===== config.mk =====
export PLATFORM = sky130hd
export DESIGN_NAME = div
export DESIGN_NICKNAME = d
export VERILOG_FILES = /design/src/rtl/div_pkg.sv /design/src/rtl/div.sv
export SDC_FILE = /design/constraint.sdc
export NUM_CORES = 1
export LEC_CHECK = 0
export ABC_AREA = 1
export ABC_CLOCK_PERIOD_IN_PS = 3030
export BUFFER_PORTS_ARGS = -buffer_cell sky130_fd_sc_hd__clkbuf_2
export CAP_MARGIN = 30
export CORE_MARGIN = 4
export CORE_UTILIZATION = 25
export CTS_BUF_LIST = sky130_fd_sc_hd__clkbuf_8
export CTS_CLUSTER_DIAMETER = 150
export DETAILED_ROUTE_END_ITERATION = 8
export GPL_TIMING_DRIVEN = 0
export HOLD_SLACK_MARGIN = 0.1
export PLACE_DENSITY = 0.44
export SLEW_MARGIN = 20
export SYNTH_ARGS = -nofsm -noshare
export SYNTH_HDL_FRONTEND = slang
export SYNTH_SLANG_ARGS = --single-unit

===== constraint.sdc =====
create_clock -name clk -period 3.03 [get_ports clk]
set_clock_uncertainty 0.1 [all_clocks]
set_input_delay 0.1515 -clock clk [delete_from_list [all_inputs] [get_ports clk]]
set_output_delay 0.1515 -clock clk [all_outputs]
set_load 0.005 [all_outputs]

===== src/rtl/div_pkg.sv =====
// Shared definitions for the multi-cycle restoring divider: bus widths,
// FSM state encoding and the ready/start handshake levels.
package div_pkg;

   localparam int REG_W     = 32;
   localparam int DOUBLE_W  = 2 * REG_W;
   localparam int WORK_W    = DOUBLE_W + 1;
   localparam int DIV_STEPS = 32;
   localparam int CNT_W     = 6;

   typedef enum logic [1:0] {
      DIV_FREE    = 2'b00,
      DIV_BY_ZERO = 2'b01,
      DIV_ON      = 2'b10,
      DIV_END     = 2'b11
   } div_state_e;

   localparam logic DIV_RESULT_READY     = 1'b1;
   localparam logic DIV_RESULT_NOT_READY = 1'b0;
   localparam logic DIV_START            = 1'b1;
   localparam logic DIV_STOP             = 1'b0;

endpackage


===== src/rtl/div.sv =====
// 32/32 restoring divider, one quotient bit per cycle, result {remainder, quotient}.
// Define DIV_SIGNED_EN to honour signed_div_i; otherwise every division is unsigned.
module div
   import div_pkg::*;
(
   input  logic                clk,
   input  logic                rst,
   input  logic                signed_div_i,
   input  logic [REG_W-1:0]    opdata1_i,
   input  logic [REG_W-1:0]    opdata2_i,
   input  logic                start_i,
   input  logic                annul_i,
   output logic [DOUBLE_W-1:0] result_o,
   output logic                ready_o
);

   div_state_e         state;
   div_state_e         state_nxt;
   logic [CNT_W-1:0]   cnt;
   logic [WORK_W-1:0]  dividend;
   logic [REG_W-1:0]   divisor;
   logic [REG_W+1:0]   diff;
   logic [REG_W-1:0]   op1_mag;
   logic [REG_W-1:0]   op2_mag;
   logic [REG_W-1:0]   quo_fin;
   logic [REG_W-1:0]   rem_fin;
   logic               req;
   logic               abort;
   logic               unused_diff_msb;

   assign req   = (start_i == DIV_START) && !annul_i;
   assign abort = annul_i || (start_i == DIV_STOP);

   // Upper 33 bits hold the shifted partial remainder plus the next dividend bit.
   assign diff            = {1'b0, dividend[WORK_W-1:REG_W]} - {2'b00, divisor};
   assign unused_diff_msb = diff[REG_W];

`ifdef DIV_SIGNED_EN
   logic neg_quo;
   logic neg_rem;

   function automatic logic [REG_W-1:0] neg32(input logic [REG_W-1:0] v);
      return ~v + 1'b1;
   endfunction

   assign op1_mag = (signed_div_i && opdata1_i[REG_W-1]) ? neg32(opdata1_i) : opdata1_i;
   assign op2_mag = (signed_div_i && opdata2_i[REG_W-1]) ? neg32(opdata2_i) : opdata2_i;
   assign quo_fin = neg_quo ? neg32(dividend[REG_W-1:0]) : dividend[REG_W-1:0];
   assign rem_fin = neg_rem ? neg32(dividend[WORK_W-1:REG_W+1]) : dividend[WORK_W-1:REG_W+1];

   always_ff @(posedge clk or negedge rst) begin
      if (!rst) begin
         neg_quo <= 1'b0;
         neg_rem <= 1'b0;
      end else if (state == DIV_FREE && req) begin
         neg_quo <= signed_div_i && (opdata1_i[REG_W-1] ^ opdata2_i[REG_W-1]);
         neg_rem <= signed_div_i && opdata1_i[REG_W-1];
      end
   end
`else
   logic unused_signed_div;
   assign unused_signed_div = signed_div_i;
   assign op1_mag = opdata1_i;
   assign op2_mag = opdata2_i;
   assign quo_fin = dividend[REG_W-1:0];
   assign rem_fin = dividend[WORK_W-1:REG_W+1];
`endif

   always_ff @(posedge clk or negedge rst) begin
      if (!rst) state <= DIV_FREE;
      else      state <= state_nxt;
   end

   always_comb begin
      state_nxt = state;
      case (state)
         DIV_FREE: begin
            if (req) state_nxt = (opdata2_i == '0) ? DIV_BY_ZERO : DIV_ON;
         end
         DIV_BY_ZERO: begin
            state_nxt = abort ? DIV_FREE : DIV_END;
         end
         DIV_ON: begin
            if (abort)                                 state_nxt = DIV_FREE;
            else if (cnt == CNT_W'(DIV_STEPS - 1))     state_nxt = DIV_END;
         end
         DIV_END: begin
            if (start_i == DIV_STOP) state_nxt = DIV_FREE;
         end
         default: state_nxt = DIV_FREE;
      endcase
   end

   always_ff @(posedge clk or negedge rst) begin
      if (!rst) begin
         cnt      <= '0;
         dividend <= '0;
         divisor  <= '0;
         result_o <= '0;
         ready_o  <= DIV_RESULT_NOT_READY;
      end else begin
         case (state)
            DIV_FREE: begin
               ready_o  <= DIV_RESULT_NOT_READY;
               result_o <= '0;
               if (req) begin
                  cnt      <= '0;
                  divisor  <= op2_mag;
                  dividend <= (opdata2_i == '0) ? '0 : {{REG_W{1'b0}}, op1_mag, 1'b0};
               end
            end
            DIV_BY_ZERO: begin
               dividend <= '0;
               ready_o  <= DIV_RESULT_NOT_READY;
            end
            DIV_ON: begin
               ready_o <= DIV_RESULT_NOT_READY;
               if (abort) begin
                  cnt <= '0;
               end else begin
                  cnt <= cnt + 1'b1;
                  if (diff[REG_W+1]) dividend <= {dividend[WORK_W-2:0], 1'b0};
                  else               dividend <= {diff[REG_W-1:0], dividend[REG_W-1:0], 1'b1};
               end
            end
            DIV_END: begin
               // Result is presented only while the requester keeps start asserted.
               if (start_i == DIV_STOP) begin
                  ready_o  <= DIV_RESULT_NOT_READY;
                  result_o <= '0;
               end else begin
                  ready_o  <= DIV_RESULT_READY;
                  result_o <= {rem_fin, quo_fin};
               end
            end
            default: ready_o <= DIV_RESULT_NOT_READY;
         endcase
      end
   end

endmodule


==> metrics.md, run 1 <==
| Metric | Value |
|---|---|
| Worst endpoint required time | `3.29 ns` |
| Worst-margin pin slew | `0.675 ns` |
| Die W | `209 um` |
| Mapped Avg Cell Area | `7.41 um^2` |
| Final min period | `2.72 ns` |
| Via count | `9,461` |
| # setup viols final | `0` |
| CTS Buffer Depth | `2` |
| Yosys warnings | `0` |
| Status | `complete, no violations` |
| Htree depth | `4` |
| Initial DRC count | `511` |
| Min-delay worst type | `input port to flop` |
| Worst VDD drop | `0.000272 V` |
| Clock transition at path regs | `0.11 ns` |
| Initial antenna violation count | `0` |
| Dpl hpwl | `26.8 mm` |
| Synthesized flop and latch total | `170` |
| Crit path DAT | `2.98 ns` |
| Syn Inst Count | `1,361` |
| Setup repair bufs after CTS | `0` |
| PD cells | `651 nW/um^2` |
| Post-Layout Cell Count | `2,122` |
| Final hold violations | `0` |
| DRT antenna net count | `0` |
| Yosys top cell area share | `42.2%` |
| Area growth syn-to-layout | `24.5%` |
| Vias per inst | `4.46` |
| CP endpoint kind | `flop` |
| Overall routing resource usage | `15.5%` |
| Worst-Skew Late Latency | `0.48 ns` |
| Max Fclk | `0.368 GHz` |
| RSZ-0062 raised after global routing | `no` |
| First-pass GRT wire length | `54.1 mm` |
| # rows | `73` |
| Cell taking the most area after synthesis | `dfrtp_1` |
| Top FF cell, synth | `dfrtp_1` |
| Slew HR | `55.0%` |
| Top Ports | `134` |
| Final wirelength | `33.5 mm` |
| Hold_ws | `0.375 ns` |
| Leakage Power | `6.53 nW` |
| Diode count | `0` |
| Wirelength per Cell | `15.8 um` |
| Syn_nets | `1,468` |
| Critical path startpoint category | `input port` |
| Vias in the first global route | `9,613` |
| GP Congestion | `0.853` |
| Netlist cell types | `40` |
| TritonCTS Buffers | `17` |
| Initial Util | `25.3%` |
| First-pass detailed-route iteration total | `4` |
| Clock Tree Root | `clkbuf_8` |
| Fin nets | `1,691` |
| CTS tree | `done` |
| Largest net degree at the start of global routing | `86` |
| Core footprint | `39,800 um^2` |
| Hold path depth | `3` |
| Seq/Total Area, Yosys | `42.2%` |
| Tcrit/Tclk final | `89.8%` |
| Total power | `8.17 mW` |
| Util after Layout | `31.5%` |
| Crit-path max FO | `10` |
| Inst Count DP | `2,020` |
| Top cells by area, synth | `dfrtp_1, nand2_1, inv_1, nand3_1, ha_1` |
| Post-synth EDFFs | `0` |
| Clk sinks | `170` |
| Netlist Area Pre-Place | `10,100 um^2` |
| Die height | `209 um` |
| I/O Buffers | `132` |
| Die area | `43,600 um^2` |
| # DRC | `0` |
| Grt total ovfl | `0` |
| Reg2Reg Depth | `6` |
| Max cap viols | `0` |
| Layout cells sized above 1 | `13.5%` |
| Async set-reset flop share out of synthesis | `100%` |
| Kind of critical path | `input port to flop` |
| Slew Viols, Final | `0` |
[cell type report]
class | instances | area [um^2]
fillers | 4413 | 27300
multi-input cells | 919 | 4750
flip-flops and latches | 170 | 4250
repair buffers | 204 | 1440
inverters | 215 | 807
well taps | 525 | 657
plain buffers | 57 | 269
clock buffers | 18 | 248
clock inverters | 14 | 128
[kinds of logic after synthesis]
family	share of synthesized area (%)
flip-flops	42.2
AO/OA/AOI/OAI	12.9
XOR/XNOR	1.30
buffers and inverters	10.7
AND/OR/NAND/NOR	27.9
adder cells (fa/ha/maj)	4.79
multiplexers	0.211
[sequential cells by signal, summed over array words and instances (netlist names)]
register / cells
dividend: 65
state: 2
divisor: 32
ready_o: 1
cnt: 6
result_o: 64
[path summary, 6_finish.rpt]
check                              from            to  slack [ns]
max                        opdata2_i[1]  dividend[18]        0.31
min                        opdata2_i[0]    divisor[0]        0.37
max reg2reg                    state[0]   result_o[0]        0.44
min reg2reg                result_o[44]  result_o[44]        0.39
max in group asynchronous           rst  dividend[63]        1.70
min in group asynchronous           rst  result_o[18]        0.67
[timing repair]
| item | in CTS | in global routing |
|---|---|---|
| hold buffers | 70 | 0 |
| resized for setup | 0 | 0 |
| endpoints found under the hold margin | 239 | 0 |
[layer usage]
| layer | track usage, % | wire length (um) | vias to the layer above |
|---|---|---|---|
| met5 | 0 | 0 | - |
| met4 | 3.17 | 318 | 0 |
| met2 | 25.1 | 15400 | 186 |
| met1 | 22.3 | 16700 | 4432 |
| li1 | - | - | 4827 |
| met3 | 1.86 | 1110 | 16 |
[critical path, stage by stage]
cell and delay, ns:
dlygate4sd3_1 0.54, clkbuf_2 0.12, nor4_1 0.50, nand4_1 0.47, nor2_1 0.60, clkbuf_1 0.48
o21bai_1 0.12
[layout by cell type (no fill, tap or decap), drive strengths merged]
cell type | Yosys | layout
nor2 | 81 | 81
nand3 | 111 | 111
o21bai | 34 | 34
o21a | 1 | 1
o22ai | 37 | 37
dfrtp | 170 | 170
nor4 | 10 | 10
mux2i | 1 | 1
o32ai | 1 | 1
dlygate4sd3 | 0 | 69
o31ai | 49 | 49
xnor2 | 14 | 14
inv | 215 | 224
fa | 1 | 1
nand2 | 428 | 428
clkinv | 0 | 3
clkinvlp | 0 | 2
nand3b | 9 | 9
nor3 | 7 | 7
xor2 | 1 | 1
nand4 | 11 | 11
o21ai | 32 | 32
buf | 21 | 24
mux2 | 1 | 1
a21oi | 51 | 51
and2 | 2 | 2
ha | 37 | 37
clkbuf | 36 | 186
[power breakdown]
group | leakage [nW] | total [mW] | internal [mW] | switching (mW)
Combinational | 4.10 | 3.67 | 1.15 | 2.52
Sequential | 2.23 | 2.87 | 2.73 | 0.146
Clock | 0.189 | 1.62 | 0.622 | 0.998
[through the flow]
step	instance area [um^2]	worst slack, ns	TNS (ns)
2_1_floorplan	10100	0.987	0
5_1_grt	12600	0.0812	0
3_5_place_dp	11500	0.217	0
3_3_place_gp	11400	-1.73	-289.32
6_report	12600	0.310	0
4_1_cts	12600	0.200	0
[cells in the mapped netlist, drive strengths merged, types with 2 or more instances]
cell    count
nor2       81
clkbuf     36
o21ai      32
dfrtp     170
inv       215
buf        21
nor4       10
and2        2
a21oi      51
ha         37
xnor2      14
nand4      11
nand2     428
o22ai      37
o31ai      49
o21bai     34
nand3     111
nor3        7
nand3b      9
(Power assumes the default switching activity.)
==> inputs of run 2 (changes only) <==
--- a/config.mk
+++ b/config.mk
@@ -6,7 +6,7 @@
 export NUM_CORES = 1
 export LEC_CHECK = 0
 export ABC_AREA = 1
-export ABC_CLOCK_PERIOD_IN_PS = 3030
+export ABC_CLOCK_PERIOD_IN_PS = 3100
 export BUFFER_PORTS_ARGS = -buffer_cell sky130_fd_sc_hd__clkbuf_2
 export CAP_MARGIN = 30
 export CORE_MARGIN = 4
@@ -14,7 +14,6 @@
 export CTS_BUF_LIST = sky130_fd_sc_hd__clkbuf_8
 export CTS_CLUSTER_DIAMETER = 150
 export DETAILED_ROUTE_END_ITERATION = 8
-export GPL_TIMING_DRIVEN = 0
 export HOLD_SLACK_MARGIN = 0.1
 export PLACE_DENSITY = 0.44
 export SLEW_MARGIN = 20
==> constraint.sdc (replaced) <==
create_clock -name clk -period 3.1 [get_ports clk]
set_clock_uncertainty 0.1 [all_clocks]
set_input_delay 0.155 -clock clk [delete_from_list [all_inputs] [get_ports clk]]
set_output_delay 0.155 -clock clk [all_outputs]
set_load 0.005 [all_outputs]
==> metrics.md, run 2 (same netlist as run 1, synthesis figures left out) <==
| Metric | Value |
|---|---|
| I/O Buffers | `132` |
| Diode count | `0` |
| Clock transition at path regs | `0.11 ns` |
| Final hold violations | `0` |
| Tcrit/Tclk final | `82.6%` |
| CP endpoint kind | `flop` |
| # rows | `73` |
| CTS Buffer Depth | `2` |
| First-pass detailed-route iteration total | `5` |
| Max cap viols | `0` |
| CP top delay family | `simple AND/OR/NAND/NOR gates` |
| Kind of critical path | `flop to flop` |
| Most frequent cells in the layout | `nand2_1, inv_1, dfrtp_1` |
| Total power | `7.93 mW` |
| Worst VDD drop | `0.000346 V` |
| Worst Path Buf+Inv | `1` |
| Min-delay worst type | `input port to asynchronous set/reset pin` |
| PD cells | `640 nW/um^2` |
| Die height | `209 um` |
| Worst endpoint required time | `3.37 ns` |
| Core footprint | `39,800 um^2` |
| CTS resizes | `0` |
| TritonCTS Buffers | `17` |
| GP Congestion | `0.843` |
| R2R Setup Slk | `0.54 ns` |
| Wirelength per Cell | `15.3 um` |
| CP most frequent cell | `nand2_1` |
| Overall routing resource usage | `14.6%` |
| Critical path startpoint category | `flop` |
| Worst-margin pin slew | `0.824 ns` |
| Die area | `43,600 um^2` |
| Area growth syn-to-layout | `22.9%` |
| Via count | `9,247` |
| Vias in the first global route | `9,323` |
| # DRC | `0` |
| Setup TNS | `0 ns` |
| Initial Util | `25.3%` |
| Final min period | `2.56 ns` |
| Slowest cell delay on critical path | `0.43 ns` |
| Dpl hpwl | `24.0 mm` |
| Slew HR | `45.1%` |
| Clock Tree Root | `clkbuf_8` |
| Max Fclk | `0.391 GHz` |
| Worst Setup Slack, final | `0.539 ns` |
| Die W | `209 um` |
| Initial DRC count | `502` |
| Vias per inst | `4.45` |
| CTS tree | `done` |
| Final wirelength | `31.7 mm` |
| Fin nets | `1,645` |
| Largest register FFs | `65` |
| Post-Layout Cell Count | `2,076` |
| Setup WS pre-CTS | `0.552 ns` |
| CP max-delay cell | `dfrtp_1` |
| Leakage Power | `6.45 nW` |
| Grt total ovfl | `0` |
| Largest net degree at the start of global routing | `78` |
| Status | `complete, no violations` |
| Initial antenna violation count | `0` |
| Design Area, Final | `12,400 um^2` |
| CP Cell Sequence | `ha_1 -> fa_1 -> inv_1 -> nand3_1 -> nand3_1 -> nand2_1 -> nand2_1 -> nand2_1 -> nand2_1 -> nand2_1 -> nand3_1 -> nand3_1 -> nand2_1 -> nand2_1` |
| Clk sinks | `170` |
| Top reg by flops | `dividend` |
| RSZ-0062 raised after global routing | `no` |
| Layout cells sized above 1 | `14.0%` |
| Htree depth | `4` |
| Slew Viols, Final | `0` |
| Crit-path max FO | `5` |
| Crit path DAT | `2.83 ns` |
| # setup viols final | `0` |
| Area after DPL | `11,300 um^2` |
| Worst-Skew Late Latency | `0.48 ns` |
| Inst Count DP | `1,977` |
| DRT antenna net count | `0` |
| Top Ports | `134` |
| Largest regs | `dividend: 65 flops, result_o: 64 flops, divisor: 32 flops` |
| First-pass GRT wire length | `51.8 mm` |
| Most common cell after layout, fill and taps aside | `nand2_1` |
-- run 2: changes by cell type in the layout (fill, tap and decap cells not counted), moves of 3 or more --
cell | before | now
inv_6 | 6 | 2
buf_4 | 6 | 14
buf_2 | 8 | 0
inv_8 | 2 | 5
clkbuf_1 | 36 | 0
buf_1 | 4 | 0
-- run 2: per-layer routing --
metal | vias up | routed length [um] | GRT usage, % | part of all wire, %
li1 | 4721 | - | - | -
met1 | 4309 | 16300 | 21.2 | 51
met2 | 184 | 13800 | 23.1 | 44
met3 | 33 | 1000 | 2.06 | 3.2
met4 | 0 | 554 | 3.58 | 1.7
met5 | - | 0 | 0 | 0
-- run 2: layout make-up --
class	instances	area [um^2]
clock buffer	18	248
clock inverter	14	170
fill	4327	27400
inverter	215	807
multi-input combinational	919	4770
sequential	170	4250
tap	525	657
timing repair buffer	215	1480
-- run 2: per-stage QoR --
stage	util (%)	hold slack (ns)
3_3_place_gp	28.4	0.171
2_1_floorplan	-	-0.241
4_1_cts	31.1	0.188
3_5_place_dp	28.4	0.164
6_report	31.1	0.172
5_1_grt	31.1	0.207
-- run 2: power breakdown --
group	switching [mW]	leakage [nW]	internal (mW)
clock	0.990	0.209	0.705
combinational	2.33	4.01	1.09
sequential	0.143	2.23	2.66
-- run 2: path summary, 6_finish.rpt --
path,start,cells after the start,endpoint
min reg2reg,result_o[10],2,result_o[10]
min in group clk,opdata1_i[20],4,dividend[21]
max in group asynchronous,rst,3,result_o[53]
min,rst,2,dividend[20]
max,divisor[0],14,dividend[63]
max reg2reg,divisor[0],14,dividend[63]
-- run 2: repair_timing --
action,4_1_cts,5_1_grt
hold buffers,67,0
endpoints found under the hold margin,157,0
setup buffers,0,0
